$ cat src/rtl/ad_block_sequencer_if.sv
// Bundle between the AD block sequencer, the top-level control FSM and the permutation controller.
// Latency: none (wires only).
// Backpressure: block_valid is held until block_ack; no other flow control.
//
// Ports (signals):
//   start/abort/ad_len   control FSM -> sequencer
//   block_ack            permutation controller -> sequencer
//   block_request        sequencer -> data source (fetch next RATE_BYTES of AD)
//   block_valid/datalen/last_block/pad_only  block descriptor to the permutation controller
//   AD_cntrl/dom_sep/done/block_cnt          phase status back to the control FSM
// Modports: master = sequencer side, slave = environment side.
interface ad_block_sequencer_if #(
  parameter int RATE_BYTES = 8,
  parameter int LEN_W      = 16
);
  localparam int DLEN_W = $clog2(RATE_BYTES) + 1;

  logic              start;
  logic              abort;
  logic [LEN_W-1:0]  ad_len;
  logic              block_ack;
  logic              block_request;
  logic              block_valid;
  logic [DLEN_W-1:0] datalen;
  logic              last_block;
  logic              pad_only;
  logic              AD_cntrl;
  logic              dom_sep;
  logic              done;
  logic [LEN_W-1:0]  block_cnt;

  modport master (
    input  start, abort, ad_len, block_ack,
    output block_request, block_valid, datalen, last_block, pad_only,
           AD_cntrl, dom_sep, done, block_cnt
  );

  modport slave (
    output start, abort, ad_len, block_ack,
    input  block_request, block_valid, datalen, last_block, pad_only,
           AD_cntrl, dom_sep, done, block_cnt
  );
endinterface

$ cat src/rtl/ad_block_sequencer.sv
// Splits the ASCON associated data into rate-sized blocks, adds the padding-only block, then pulses dom_sep and done.
// Latency: start -> first block_request 1 cycle; last ack -> dom_sep 1 cycle; dom_sep -> done 1 cycle.
// Backpressure: each descriptor is held on block_valid until block_ack; abort drops the phase at the next edge.
//
// Ports:
//   clk   clock, rising edge
//   nRST  asynchronous active-low reset
//   bus   ad_block_sequencer_if.master (start/abort/ad_len/block_ack in; descriptor, request and status out)
module ad_block_sequencer #(
  parameter int RATE_BYTES = 8,
  parameter int LEN_W      = 16
) (
  input  logic                    clk,
  input  logic                    nRST,
  ad_block_sequencer_if.master    bus
);
  localparam int DLEN_W = $clog2(RATE_BYTES) + 1;
  localparam logic [LEN_W-1:0]  RATE_L = LEN_W'(RATE_BYTES);
  localparam logic [DLEN_W-1:0] RATE_D = DLEN_W'(RATE_BYTES);

  typedef enum logic [2:0] {
    S_IDLE,
    S_BLOCK,
    S_PAD,
    S_SEP,
    S_DONE
  } state_t;

  state_t            state, state_nxt;
  logic [LEN_W-1:0]  rem, rem_nxt;
  logic [LEN_W-1:0]  cnt, cnt_nxt;
  logic              first, first_nxt;   // marks the first cycle of a BLOCK entry
  logic              rem_lt_rate;
  logic [DLEN_W-1:0] blk_len;

  // Current block size, derived only from registered rem.
  always_comb begin
    rem_lt_rate = (rem < RATE_L);
    blk_len     = rem_lt_rate ? rem[DLEN_W-1:0] : RATE_D;
  end

  always_ff @(posedge clk or negedge nRST) begin
    if (!nRST) begin
      state <= S_IDLE;
      rem   <= '0;
      cnt   <= '0;
      first <= 1'b0;
    end else begin
      state <= state_nxt;
      rem   <= rem_nxt;
      cnt   <= cnt_nxt;
      first <= first_nxt;
    end
  end

  always_comb begin
    state_nxt         = state;
    rem_nxt           = rem;
    cnt_nxt           = cnt;
    first_nxt         = 1'b0;
    bus.block_request = 1'b0;
    bus.block_valid   = 1'b0;
    bus.datalen       = '0;
    bus.last_block    = 1'b0;
    bus.pad_only      = 1'b0;
    bus.AD_cntrl      = 1'b0;
    bus.dom_sep       = 1'b0;
    bus.done          = 1'b0;

    case (state)
      S_IDLE: begin
        if (bus.start && !bus.abort) begin
          rem_nxt = bus.ad_len;
          cnt_nxt = '0;
          if (bus.ad_len == '0) begin
            // Empty AD: ASCON skips absorption but still separates domains.
            state_nxt = S_SEP;
          end else begin
            state_nxt = S_BLOCK;
            first_nxt = 1'b1;
          end
        end
      end

      S_BLOCK: begin
        bus.block_valid   = 1'b1;
        bus.datalen       = blk_len;
        bus.last_block    = rem_lt_rate;
        bus.block_request = first;
        bus.AD_cntrl      = 1'b1;
        if (bus.block_ack) begin
          cnt_nxt = cnt + 1'b1;
          rem_nxt = rem - LEN_W'(blk_len);
          // Decided on rem before the subtract: a full final block needs a separate padding block.
          if (rem > RATE_L) begin
            state_nxt = S_BLOCK;
            first_nxt = 1'b1;
          end else if (rem == RATE_L) begin
            state_nxt = S_PAD;
          end else begin
            state_nxt = S_SEP;
          end
        end
      end

      S_PAD: begin
        bus.block_valid = 1'b1;
        bus.last_block  = 1'b1;
        bus.pad_only    = 1'b1;
        bus.AD_cntrl    = 1'b1;
        if (bus.block_ack) begin
          cnt_nxt   = cnt + 1'b1;
          state_nxt = S_SEP;
        end
      end

      S_SEP: begin
        bus.dom_sep = 1'b1;
        state_nxt   = S_DONE;
      end

      S_DONE: begin
        bus.done  = 1'b1;
        state_nxt = S_IDLE;
      end

      default: begin
        state_nxt = S_IDLE;
      end
    endcase

    // Abort overrides any ack taken above; the block count is left as it stands.
    if (bus.abort && (state != S_IDLE)) begin
      state_nxt = S_IDLE;
      rem_nxt   = '0;
      cnt_nxt   = cnt;
      first_nxt = 1'b0;
    end
  end

  assign bus.block_cnt = cnt;

endmodule

$ cat src/flat_wrapper.sv
// flat-port wrapper written by rule: the top's interface ports become plain ports
module ad_block_sequencer_flat 
#(
  parameter int RATE_BYTES = 8,
  parameter int LEN_W      = 16
)
  (clk, nRST, bus_start, bus_abort, bus_ad_len, bus_block_ack, bus_block_request, bus_block_valid, bus_datalen, bus_last_block, bus_pad_only, bus_AD_cntrl, bus_dom_sep, bus_done, bus_block_cnt);
  ad_block_sequencer_if #(.RATE_BYTES(RATE_BYTES), .LEN_W(LEN_W)) bus_i ();
  input  logic clk;
  input  logic nRST;
  input wire logic [$bits(bus_i.start)-1:0] bus_start;
  input wire logic [$bits(bus_i.abort)-1:0] bus_abort;
  input wire logic [$bits(bus_i.ad_len)-1:0] bus_ad_len;
  input wire logic [$bits(bus_i.block_ack)-1:0] bus_block_ack;
  output wire logic [$bits(bus_i.block_request)-1:0] bus_block_request;
  output wire logic [$bits(bus_i.block_valid)-1:0] bus_block_valid;
  output wire logic [$bits(bus_i.datalen)-1:0] bus_datalen;
  output wire logic [$bits(bus_i.last_block)-1:0] bus_last_block;
  output wire logic [$bits(bus_i.pad_only)-1:0] bus_pad_only;
  output wire logic [$bits(bus_i.AD_cntrl)-1:0] bus_AD_cntrl;
  output wire logic [$bits(bus_i.dom_sep)-1:0] bus_dom_sep;
  output wire logic [$bits(bus_i.done)-1:0] bus_done;
  output wire logic [$bits(bus_i.block_cnt)-1:0] bus_block_cnt;
  assign bus_i.start = bus_start;
  assign bus_i.abort = bus_abort;
  assign bus_i.ad_len = bus_ad_len;
  assign bus_i.block_ack = bus_block_ack;
  assign bus_block_request = bus_i.block_request;
  assign bus_block_valid = bus_i.block_valid;
  assign bus_datalen = bus_i.datalen;
  assign bus_last_block = bus_i.last_block;
  assign bus_pad_only = bus_i.pad_only;
  assign bus_AD_cntrl = bus_i.AD_cntrl;
  assign bus_dom_sep = bus_i.dom_sep;
  assign bus_done = bus_i.done;
  assign bus_block_cnt = bus_i.block_cnt;
  ad_block_sequencer #(.RATE_BYTES(RATE_BYTES), .LEN_W(LEN_W)) u_core (.clk(clk), .nRST(nRST), .bus(bus_i));
endmodule
$ cat config.mk
export PLATFORM = sky130hd
export DESIGN_NAME = ad_block_sequencer_flat
export DESIGN_NICKNAME = d
export VERILOG_FILES = /design/src/rtl/ad_block_sequencer_if.sv /design/src/rtl/ad_block_sequencer.sv /design/src/flat_wrapper.sv
export SDC_FILE = /design/constraint.sdc
export NUM_CORES = 1
export LEC_CHECK = 0
export CORE_MARGIN = 1.5
export CORE_UTILIZATION = 35
export DETAILED_ROUTE_END_ITERATION = 10
export SLEW_MARGIN = 25
export SYNTH_ARGS = -nofsm -noshare
export SYNTH_HDL_FRONTEND = slang
export SYNTH_SLANG_ARGS = --single-unit
$ cat constraint.sdc
create_clock -name clk -period 2.4 [get_ports clk]
set_clock_uncertainty 0.2 [all_clocks]
set_input_delay 0.36 -clock clk [delete_from_list [all_inputs] [get_ports clk]]
set_output_delay 0.36 -clock clk [all_outputs]
set_load 0.005 [all_outputs]
# Yosys cells after proc, flatten, opt, wreduce, memory -nomap -nowiden
# Cells that the tools add are included.
# W data, S select, Z words.
# op_classes
addsub,2
n_mux,29
reduce_logical,12
magnitude_cmp,2
bitwise_logic,1
eq_ne,10
# ops
op,count
$mux W16,5
$pmux W16 S2,2
$add A16 B1 Y16 const B,1
$eq A16 B4 Y1 const B,1
$gt A16 B4 Y1 const B,1
$logic_not A16 Y1,1
$lt A16 B4 Y1 const B,1
$sub A16 B4 Y16,1
$mux W3,5
$pmux W3 S4,1
$mux W1,11
$mux W4,2
$eq A3 B2 Y1 const B,2
$ne A3 B2 Y1 const B,2
$reduce_and A3 Y1,2
$reduce_bool A3 Y1,2
$ne A2 B1 Y1 const B,2
$pmux W1 S2,2
$reduce_and A4 Y1,1
$eq A3 B1 Y1 const B,1
$eq A3 B3 Y1 const B,1
$logic_not A3 Y1,1
$ne A3 B1 Y1 const B,1
$logic_and A1 B1 Y1,2
5 further kinds,5
# totals
elab_cells,60
regBits,36
in_bits,21
output_inout_bits,27

# Depth between registers and ports, before layout
# Gate-level depths: netlist of run 1.
# logic_depth
depth_word,6
depth_mapped,11

# Worst setup path before layout of run 1
# Ideal clock, no wire load.
# synth_path
path_type,register to register
start,register u_core.state[1]
end,register u_core.rem[3]
path_stages_with_launch,7
t_arrival_ps,1657
path_slack_ps,423
synth_period_minus_slack_ps,1977
n_path_buf,1
t_required_ps,2080
setup_time_ps,120
path_cell_list,dfrtp_1 > buf_4 > mux2_4 > o221ai_1 > nor2_2 > a32o_1 > a31o_2
# synth_via
elab_chain_len,4
word_cells_on_any_way,10
# synth_rtl
item,line,rtl
"start, declared",ad_block_sequencer.sv:29,"state_t state, state_nxt;"
"start signal, assigned",ad_block_sequencer.sv:49,state <= state_nxt;
$reduce_bool A3 Y1,ad_block_sequencer.sv:133,if (bus.abort && (state != S_IDLE)) begin
$logic_and A1 B1 Y1,ad_block_sequencer.sv:133,
$ne A3 B1 Y1 (no line) (tied with other cells),-,
$reduce_and A3 Y1 (no line),-,
"end signal, assigned",ad_block_sequencer.sv:50,rem <= rem_nxt;
"end, declared",ad_block_sequencer.sv:30,"logic [LEN_W-1:0] rem, rem_nxt;"
# Several ways; a longest one is shown, not always the timed one.
# A chain may end at the register's enable or synchronous reset.

# Final worst setup path of run 1
# layout_path
start,register u_core.state[1]
end,output bus_AD_cntrl
# layout_via
elab_chain_len,3
word_cells_on_any_way,4
# layout_rtl
item,line,rtl
$eq A3 B1 Y1 / $eq A3 B2 Y1 (equally long branches),ad_block_sequencer.sv:70,case (state)
$reduce_or A2 Y1 (no line) *,-,
$mux W1 *,ad_block_sequencer.sv:70,
"end, declared",flat_wrapper.sv:20,output wire logic [$bits(bus_i.AD_cntrl)-1:0] bus_AD_cntrl;
# Every way passes the cells marked *; elsewhere a longest branch is shown, timed or not.

==> summary.md, run 1 <==
| Metric | Value |
|---|---|
| Status | finished, final reports clean |
| Least-Margin Pin Slew | around 860 ps |
| Initial Util | 0.361 |
| Clk buf depth | 2 |
| Startpoint Class | flop |
| Final setup fails | 0 |
| GRT Total Usage | 0.211 |
| Area Growth Syn to Fin | 43.7% |
| Antenna Violating Nets Remaining | 0 |
| Worst skew pair latency | around 300 ps |
| Hold Slack | roughly 350 ps |
| DRC violations left | 0 |
| N_diodes | 0 |
| Yosys top cell by area | dfrtp_1 |
| Die W | slightly below 90 µm |
| Row cnt | 30 |
| Headroom to the max-slew limit | 0.428 |
| Gr ovfl total | 0 |
| Mapped Cells | between 200 and 300 |
| Share of layout cells above drive strength 1 | 0.241 |
| Setup TNS Final | 0 ps |
| RePlAce Congestion | 0.933 |
| Vias per cell | 5.60 |
| CTS tree | built |
| Tcrit/Tclk final | 0.964 |
| Routed wire per std cell | 16.7 µm |
| Core footprint | just under 0.007 mm² |
| Fin cells | approximately 450 |
| Total of warnings raised by yosys | 0 |
| Initial antenna violation count | 0 |
| Cell count after placement | between 400 and 500 |
| Post-DP HPWL | between 5000 and 6000 µm |
| Avg Inst Size Synth | between 8 and 9 µm² |
| Max-cap violations | 0 |
| Clock Pin Slew Worst Setup and Hold Paths | roughly 80 ps |
| Largest net degree at the start of global routing | 37 |
| Leakage | 0.00148 µW |
| Drt first pass iters | 5 |
| Dominant cells by area after synthesis | dfrtp_1, nor2_1, nand2_1 |
| TritonCTS buffer count | 5 |
| FILL cells | around 660 |
| Die area | 0.00747 mm² |
| IO Pins | 48 |
| Critical path peak fanout | 8 |
| Root buffer cell | clkbuf_8 |
| Register area share after synthesis | 0.370 |
| Initial DRC Count | approximately 180 |
| I/O Buffers | 47 |
| Core Util, Final | 0.518 |
| Post-Syn Area | approximately 0.0024 mm² |
| Crit end category | output port |
| Worst slack, placed | -9.59 ps |
| Post-synth ARST share | 1.00 |
| Fin. Hold Viols | 0 |
| CTS sink cnt | 36 |
| Htree depth | 2 |
| Worst Hold Class | flop to flop |
| Yosys cell types | 60 |
| Minimum clock period | around 2300 ps |
| Vias in the first global route | between 2000 and 2500 |
| Nets@finish | just under 400 |
| Syn_nets | 300 |
| Die H | around 86 µm |
| Setup CP Type | flop to output port |
| Most frequent cells after synthesis | dfrtp_1, nor2_1, nand2_1, nand3_1, o21ai_0 |
| Achievable Freq | between 400 and 500 MHz |
| EDFF count, synth | 0 |
| Power Density | about 1000 mW/mm² |
| Vias | about 2500 |
| Required time of the critical path | ~1800 ps |
| Critical Path AT | between 1500 and 2000 ps |
| Fin. max-slew vios | 0 |
| First-pass GRT wire length | ~12000 µm |
| Yosys top cell area share | 0.370 |
| Max VDD drop | slightly below 400 µV |
| Most frequent cell after synthesis | dfrtp_1 |
| Dominant synthesized flop cell | dfrtp_1 |
| Register bit total from synthesis | 36 |
| Detailed Route WL | roughly 7500 µm |
| Final setup margin | a little under 90 ps |
critical path: stages, from the launching register on:
cell	delay (ps)
dfrtp_1	450
buf_4	200
nand2b_1	210
nand2_1	110
clkdlybuf4s50_1	500
area by class of cell:
cell class                      instances  area (µm²)  area share
Inverter                                5        18.8     0.00536
Multi-Input combinational cell        221        1510       0.432
Sequential cell                        36         905       0.258
Timing Repair Buffer                   99         872       0.249
Tap cell                               80         100      0.0286
Clock inverter                          1        7.51     0.00214
Clock buffer                            7        86.3      0.0247
logic make-up after synthesis:
logic type | Yosys count | synth area share
other | 1 | 0.00154
and+or+nand+nor | 137 | 0.303
buffers and inverters | 20 | 0.0437
adders and majority gates | 2 | 0.0103
AOI/OAI and AO/OA | 64 | 0.207
DFF | 36 | 0.370
muxes | 3 | 0.0144
xor gates and xnor gates | 14 | 0.0503
cell usage in the layout, fill, tap and decap left out, types with 3 or more instances in the layout:
cell type | synthesis | routed
nand2_1 | 28 | 27
and2_1 | 5 | 5
nor2b_1 | 4 | 4
buf_4 | 2 | 49
a21oi_1 | 11 | 11
a221o_1 | 3 | 3
xor2_1 | 3 | 3
or3_1 | 3 | 3
xnor2_1 | 11 | 11
clkbuf_8 | 0 | 6
or2_2 | 3 | 3
nor4_1 | 7 | 7
clkdlybuf4s15_1 | 0 | 3
nand3_1 | 14 | 12
and3_1 | 8 | 7
nor2_1 | 31 | 30
dfrtp_1 | 36 | 33
o31ai_1 | 5 | 4
nand4_1 | 6 | 6
o221ai_1 | 4 | 4
inv_1 | 5 | 5
nand2b_1 | 4 | 4
clkdlybuf4s50_1 | 0 | 41
dfrtp_2 | 0 | 3
o21ai_0 | 14 | 12
nor3_1 | 8 | 7
o211ai_1 | 4 | 4
a22o_1 | 3 | 3
flip-flops by register name (all words and copies together), names as in the netlist:
| name | flops |
|---|---|
| u_core.first | 1 |
| u_core.bus.block_cnt | 16 |
| u_core.rem | 16 |
| u_core.state | 3 |
final timing paths:
kind | startpoint | end | slack [ps] | depth (start not counted)
setup / recovery | u_core.state[1]$_DFFE_PN0P_ | bus_AD_cntrl | 90 | 4
hold / removal | u_core.bus.block_cnt[15]$_DFFE_PN0P_ | u_core.bus.block_cnt[15]$_DFFE_PN0P_ | 350 | 2
setup reg to reg | u_core.rem[4]$_DFFE_PN0P_ | u_core.rem[1]$_DFFE_PN0P_ | 160 | 13
hold reg to reg | u_core.bus.block_cnt[15]$_DFFE_PN0P_ | u_core.bus.block_cnt[15]$_DFFE_PN0P_ | 350 | 2
max in group asynchronous | nRST | u_core.state[2]$_DFFE_PN0P_ | 890 | 2
min in group asynchronous | nRST | u_core.rem[5]$_DFFE_PN0P_ | 510 | 2
metrics by stage:
step / cell area (µm²) / power (µW)
6_report: 3500 / 3640
4_1_cts: 3380 / 3430
3_5_place_dp: 3220 / 2850
5_1_grt: 3500 / 3890
2_1_floorplan: 2440 / 1980
3_3_place_gp: 3220 / 2840
per-layer routing:
layer | part of all wire | up-vias | global-route usage
li1 | - | 1204 | -
met3 | 0.046 | 15 | 0.0295
met5 | 0 | - | 0
met1 | 0.47 | 1211 | 0.300
met4 | 0.017 | 0 | 0.0748
met2 | 0.46 | 85 | 0.326
where the power goes:
part / internal [µW] / switching (µW) / total, µW
Clock: 234 / 234 / 468
Sequential: 761 / 188 / 949
Combinational: 1120 / 1110 / 2220
what timing repair did:
| action | CTS | global route |
|---|---|---|
| setup endpoints to repair | 6 | 9 |
| setup buffers | 5 | 8 |
| gates cloned | 0 | 0 |
| pin swaps | 4 | 5 |
| gates resized for setup | 15 | 16 |
| hold buffers | 1 | 0 |
| endpoints found under the hold margin | 12 | 0 |
(Power assumes the default switching activity.)
==> run 2: changes to the inputs <==
- HOLD_SLACK_MARGIN: default -> 0.12
- TNS_END_PERCENT: default -> 1
==> summary.md, run 2 (synthesis gave the netlist of run 1 again) <==
| Metric | Value |
|---|---|
| Status | finished with violations (was finished, final reports clean) |
| Failing checks | negative setup slack |
| CP max stage cell | clkdlybuf4s50_1 (unchanged) |
| Sw Pwr | 1440 µW (was 1530 µW) |
| TritonCTS buffer count | 5 (unchanged) |
| Initial DRC Count | 148 (was 179) |
| Largest net degree at the start of global routing | 37 (unchanged) |
| Switching share of power | 0.423 (was 0.420) |
| Top Family by Delay on Critical Path | buffers and inverters (unchanged) |
| Die area | 0.00747 mm² (unchanged) |
| Critical path peak fanout | 4 (was 8) |
| Hold path endpoint | u_core.bus.block_cnt[15]$_DFFE_PN0P_ (unchanged) |
| Antenna Violating Nets Remaining | 0 (unchanged) |
| Required time of the critical path | 1840 ps (about the same) |
| R2R Path Start | u_core.rem[6]$_DFFE_PN0P_ (was u_core.rem[4]$_DFFE_PN0P_) |
| Clock Power Share | 0.136 (was 0.129) |
| Reg2Reg Depth | 5 (was 13) |
| Initial Util | 0.361 (unchanged) |
| Fin. Hold Viols | 0 (unchanged) |
| First-pass GRT wire length | 12200 µm (was 12300 µm) |
| Worst Hold Class | flop to flop (unchanged) |
| Nets@finish | 381 (was 391) |
| Vias in the first global route | 2386 (was 2450) |
| Fin cells | 439 (was 449) |
| Combinational Power Share | 0.589 (was 0.611) |
| Reg power frac | 0.275 (was 0.261) |
| Achievable Freq | 396 MHz (was 432 MHz) |
| Die W | 86.4 µm (unchanged) |
| Hold Startpoint | u_core.bus.block_cnt[15]$_DFFE_PN0P_ (unchanged) |
| Headroom to the max-slew limit | 0.435 (was 0.428) |
| Max-cap violations | 0 (unchanged) |
| Clk buf depth | 2 (unchanged) |
| Critical Path AT | 1960 ps (was 1750 ps) |
| RePlAce Congestion | 0.933 (unchanged) |
| Row cnt | 30 (unchanged) |
| Gr ovfl total | 0 (unchanged) |
| FILL cells | 675 (was 664) |
| DRC violations left | 0 (unchanged) |
| Die H | 86.4 µm (unchanged) |
| Crit Reg-Reg Endpoint | u_core.rem[4]$_DFFE_PN0P_ (was u_core.rem[1]$_DFFE_PN0P_) |
| I/O Buffers | 47 (unchanged) |
| N_diodes | 0 (unchanged) |
| Most frequent cells in the layout | clkdlybuf4s50_1, buf_4, dfrtp_1 (was buf_4, clkdlybuf4s50_1, dfrtp_1) |
| Area Growth Syn to Fin | 38.4% (was 43.7%) |
| Total power | 3410 µW (was 3640 µW) |
| Vias per cell | 5.57 (was 5.60) |
| Register area | 903 µm² (was 905 µm²) |
| Core footprint | 0.00676 mm² (unchanged) |
| Post-DP HPWL | 5450 µm (unchanged) |
| Clock Pin Slew Worst Setup and Hold Paths | 80 ps (about the same) |
| Leakage | 0.00143 µW (was 0.00148 µW) |
| Detailed Route WL | 7300 µm (was 7520 µm) |
| Vias | 2444 (was 2515) |
| CTS tree | built (unchanged) |
| Int Pwr | 1970 µW (was 2110 µW) |
| Multi-input gate area | 0.00146 mm² (was 0.00151 mm²) |
| Startpoint Class | flop (unchanged) |
| Final setup margin | -125 ps (was 86.4 ps) |
| RSZ-0062 raised after global routing | yes |
| Max VDD drop | 390 µV (was 395 µV) |
| Cell count after placement | 428 (unchanged) |
| R2R setup slack | 210 ps (was 160 ps) |
| Crit path buffers/inverters | 2 (unchanged) |
| Hold Slack | 345 ps (was 346 ps) |
| Power Density | 1010 mW/mm² (was 1040 mW/mm²) |
| GRT Total Usage | 0.208 (was 0.211) |
| CTS sink cnt | 36 (unchanged) |
| IO Pins | 48 (unchanged) |
| Worst skew pair latency | 290 ps (was 300 ps) |
| Tcrit/Tclk final | 1.05 (was 0.964) |
| Minimum clock period | 2520 ps (was 2310 ps) |
| Root buffer cell | clkbuf_8 (unchanged) |
| Final setup fails | 1 (was 0) |
| Crit end category | output port (unchanged) |
| Commonest non-fill, non-tap cell in the layout | clkdlybuf4s50_1 (was buf_4) |
| Share of layout cells above drive strength 1 | 0.203 (was 0.241) |
| Hold Path Depth | 2 (unchanged) |
| Least-Margin Pin Slew | 848 ps (was 859 ps) |
| Setup CP Type | flop to output port (unchanged) |
| Htree depth | 2 (unchanged) |
| Critical Path Max Stage Delay | 510 ps (was 500 ps) |
| Drt first pass iters | 4 (was 5) |
| Routed wire per std cell | 16.6 µm (was 16.7 µm) |
| Initial antenna violation count | 0 (unchanged) |
| Fin. max-slew vios | 0 (unchanged) |
| Worst-path cell chain | nor4_2, buf_4, nand3_1, o21ai_1, clkdlybuf4s50_1 (was buf_4, nand2b_1, nand2_1, clkdlybuf4s50_1) |
## run 2: power by group through the flow
stage	Combinational, µW	Clock, µW	Sequential, µW
detailed placement	1920	0	924
finish	2010	464	937
CTS	1920	480	918
global route	2190	512	960
floorplan	1070	0	903
global placement	1920	0	925
## run 2: how the worst max path moves through the flow
stage                     slack, ps  depth (start not counted)                         to                         from
after floorplan                 420                          6  u_core.rem[3]$_DFFE_PN0P_  u_core.state[1]$_DFFE_PN0P_
after global placement          -10                          6             bus_datalen[2]   u_core.rem[10]$_DFFE_PN0P_
after detailed placement        -10                          6             bus_datalen[1]   u_core.rem[10]$_DFFE_PN0P_
after CTS                      -180                          6             bus_datalen[0]    u_core.rem[8]$_DFFE_PN0P_
after global routing           -230                          5             bus_last_block   u_core.rem[11]$_DFFE_PN0P_
final                          -120                          5             bus_last_block    u_core.rem[5]$_DFFE_PN0P_
## run 2: final cells by class
type,count,area share
clock inverter,1,0.00223
timing repair buffer,89,0.236
inverter,5,0.00557
tap,80,0.0297
clock buffer,7,0.0256
sequential,36,0.268
multi-input combinational,221,0.433
## run 2: through the flow
| stage | util | worst slack (ps) | instance area (µm²) | setup TNS, ps |
|---|---|---|---|---|
| CTS | 0.492 | -181 | 3330 | -343 |
| floorplan | - | 423 | 2440 | 0 |
| global placement | 0.476 | -10.8 | 3220 | -18.4 |
| finish | 0.499 | -125 | 3370 | -125 |
| global route | 0.499 | -228 | 3370 | -231 |
| detailed placement | 0.476 | -9.59 | 3220 | -9.59 |
## run 2: routing by layer
metal | wire length (µm) | GRT usage | up-vias
met5 | 0 | 0 | -
met4 | 105 | 0.0616 | 0
met3 | 391 | 0.0295 | 9
met2 | 3320 | 0.322 | 76
met1 | 3490 | 0.301 | 1173
li1 | - | - | 1186
## run 2: worst reg2reg max path: stages, from the launching register on
cell and delay, ps:
dfrtp_1 410, buf_4 160, or4_1 600, nor3_1 260
o221ai_1 140, a221o_1 300
## run 2: repair_timing
action	in CTS	in global routing
hold buffers	1	0
pin swaps	1	5
hold endpoints to repair	36	0
resized for setup	5	10
buffers inserted	0	2
setup endpoints to repair	6	8
==> run 3: changes to the inputs <==
- MAX_ROUTING_LAYER: default -> met4
- SLEW_MARGIN: 25 -> default
==> summary.md, run 3 (synthesis gave the netlist of run 1 again) <==
| Metric | Value |
|---|---|
| Worst skew pair latency | 290 ps (about the same) |
| Max VDD drop | 424 µV (was 390 µV) |
| Nets@finish | 378 (was 381) |
| Required time of the critical path | 1840 ps (about the same) |
| Power Density | 1030 mW/mm² (was 1010 mW/mm²) |
| DRC violations left | 0 (unchanged) |
| Worst-path cell chain | nor4_4, nand2_1, nor2_1, buf_4, and3_1, dlygate4sd2_1 (was nor4_2, buf_4, nand3_1, o21ai_1, clkdlybuf4s50_1) |
| TritonCTS buffer count | 5 (unchanged) |
| Critical Path AT | 1790 ps (was 1960 ps) |
| Routed wire per std cell | 17.0 µm (was 16.6 µm) |
| Initial Util | 0.361 (unchanged) |
| Top Family by Delay on Critical Path | simple AND/OR/NAND/NOR gates (was buffers and inverters) |
| Row cnt | 30 (unchanged) |
| Vias per cell | 5.60 (was 5.57) |
| I/O Buffers | 47 (unchanged) |
| Fin. max-slew vios | 0 (unchanged) |
| Crit end category | output port (unchanged) |
| Area Growth Syn to Fin | 37.4% (was 38.4%) |
| Worst Hold Class | flop to flop (unchanged) |
| Largest net degree at the start of global routing | 37 (unchanged) |
| Minimum clock period | 2350 ps (was 2520 ps) |
| Vias | 2441 (was 2444) |
| Detailed Route WL | 7400 µm (was 7300 µm) |
| Post-CTS Setup Inserts | 0 (unchanged) |
| RSZ-0062 raised after global routing | yes (unchanged) |
| Hold Slack | 347 ps (was 345 ps) |
| GRT Total Usage | 0.221 (was 0.208) |
| Core footprint | 0.00676 mm² (unchanged) |
| IO Pins | 48 (unchanged) |
| Fin. Hold Viols | 0 (unchanged) |
| Final setup fails | 0 (was 1) |
| N_diodes | 0 (unchanged) |
| Max-cap violations | 0 (unchanged) |
| Least-Margin Pin Slew | 845 ps (was 848 ps) |
| CP max stage cell | dfrtp_1 (was clkdlybuf4s50_1) |
| Initial DRC Count | 194 (was 148) |
| FILL cells | 643 (was 675) |
| Share of layout cells above drive strength 1 | 0.202 (was 0.203) |
| Gr ovfl total | 0 (unchanged) |
| Critical Path Max Stage Delay | 410 ps (was 510 ps) |
| Crit path buffers/inverters | 2 (unchanged) |
| Commonest non-fill, non-tap cell in the layout | clkdlybuf4s50_1 (unchanged) |
| Htree depth | 2 (unchanged) |
| Die W | 86.4 µm (unchanged) |
| Die H | 86.4 µm (unchanged) |
| Post-DP HPWL | 5560 µm (was 5450 µm) |
| Tcrit/Tclk final | 0.980 (was 1.05) |
| Most frequent cells in the layout | clkdlybuf4s50_1, buf_4, dfrtp_1 (unchanged) |
| Status | finished, final reports clean (was finished with violations) |
| Root buffer cell | clkbuf_8 (unchanged) |
| Headroom to the max-slew limit | 0.437 (was 0.435) |
| Clk buf depth | 2 (unchanged) |
| Startpoint Class | flop (unchanged) |
| Total power | 3440 µW (was 3410 µW) |
| Clock Pin Slew Worst Setup and Hold Paths | 70 ps (was 80 ps) |
| Final setup margin | 47.6 ps (was -125 ps) |
| Vias in the first global route | 2419 (was 2386) |
| Worst slack, placed | 64.6 ps (was -9.59 ps) |
| Initial antenna violation count | 0 (unchanged) |
| Antenna Violating Nets Remaining | 0 (unchanged) |
| Leakage | 0.00141 µW (was 0.00143 µW) |
| Drt first pass iters | 4 (unchanged) |
| Core Util, Final | 0.495 (was 0.499) |
| CTS sink cnt | 36 (unchanged) |
| Setup CP Type | flop to output port (unchanged) |
| RePlAce Congestion | 0.928 (was 0.933) |
| CTS tree | built (unchanged) |
| First-pass GRT wire length | 12600 µm (was 12200 µm) |
| Die area | 0.00747 mm² (unchanged) |
| Achievable Freq | 425 MHz (was 396 MHz) |
| Critical path peak fanout | 7 (was 4) |
-- run 3: per-stage QoR --
step                      std cells  setup TNS, ps  instance area, µm²
after floorplan                 277              0                2440
after global placement          427              0                3200
after detailed placement        427              0                3200
after CTS                       436              0                3340
after global routing            436          -81.7                3350
final                           436              0                3350
-- run 3: final cells by class --
cell class,instances,area [µm²],share of cell area
Multi-Input combinational cell,221,1470,0.438
Sequential cell,36,905,0.270
Clock inverter,2,35.0,0.0105
Timing Repair Buffer,86,751,0.224
Clock buffer,6,72.6,0.0217
Inverter,5,18.8,0.00561
Tap cell,80,100,0.0299
-- run 3: what timing repair did --
action	CTS	global route
endpoints found under the hold margin	36	0
gates resized for setup	12	6
gates cloned	0	0
pin swaps	0	1
hold buffers	1	0
setup endpoints to repair	6	8
-- run 3: power by group --
part           total [µW]  switching, µW  internal (µW)  leakage [µW]
Sequential            952            191            760      0.000479
Clock                 546            237            309     0.0000552
Combinational        1940           1010            939      0.000873
Total                3440           1430           2010       0.00141
-- run 3: final timing paths --
| path | endpoint | depth (start not counted) | slack (ps) | startpoint |
|---|---|---|---|---|
| min in group asynchronous | u_core.rem[15]$_DFFE_PN0P_ | 2 | 510 | nRST |
| worst max register to register | u_core.rem[4]$_DFFE_PN0P_ | 5 | 190 | u_core.rem[7]$_DFFE_PN0P_ |
| worst min register to register | u_core.rem[0]$_DFFE_PN0P_ | 1 | 350 | u_core.rem[0]$_DFFE_PN0P_ |
| worst max-delay path | bus_datalen[1] | 6 | 50 | u_core.rem[7]$_DFFE_PN0P_ |
| max in group asynchronous | u_core.state[0]$_DFFE_PN0P_ | 2 | 900 | nRST |
| worst min-delay path | u_core.rem[0]$_DFFE_PN0P_ | 1 | 350 | u_core.rem[0]$_DFFE_PN0P_ |
-- run 3: layer usage --
metal | routed length, µm | track usage
met5 | 0 | -
met4 | 140 | 0.0689
met1 | 3500 | 0.317
met2 | 3310 | 0.322
met3 | 449 | 0.0295
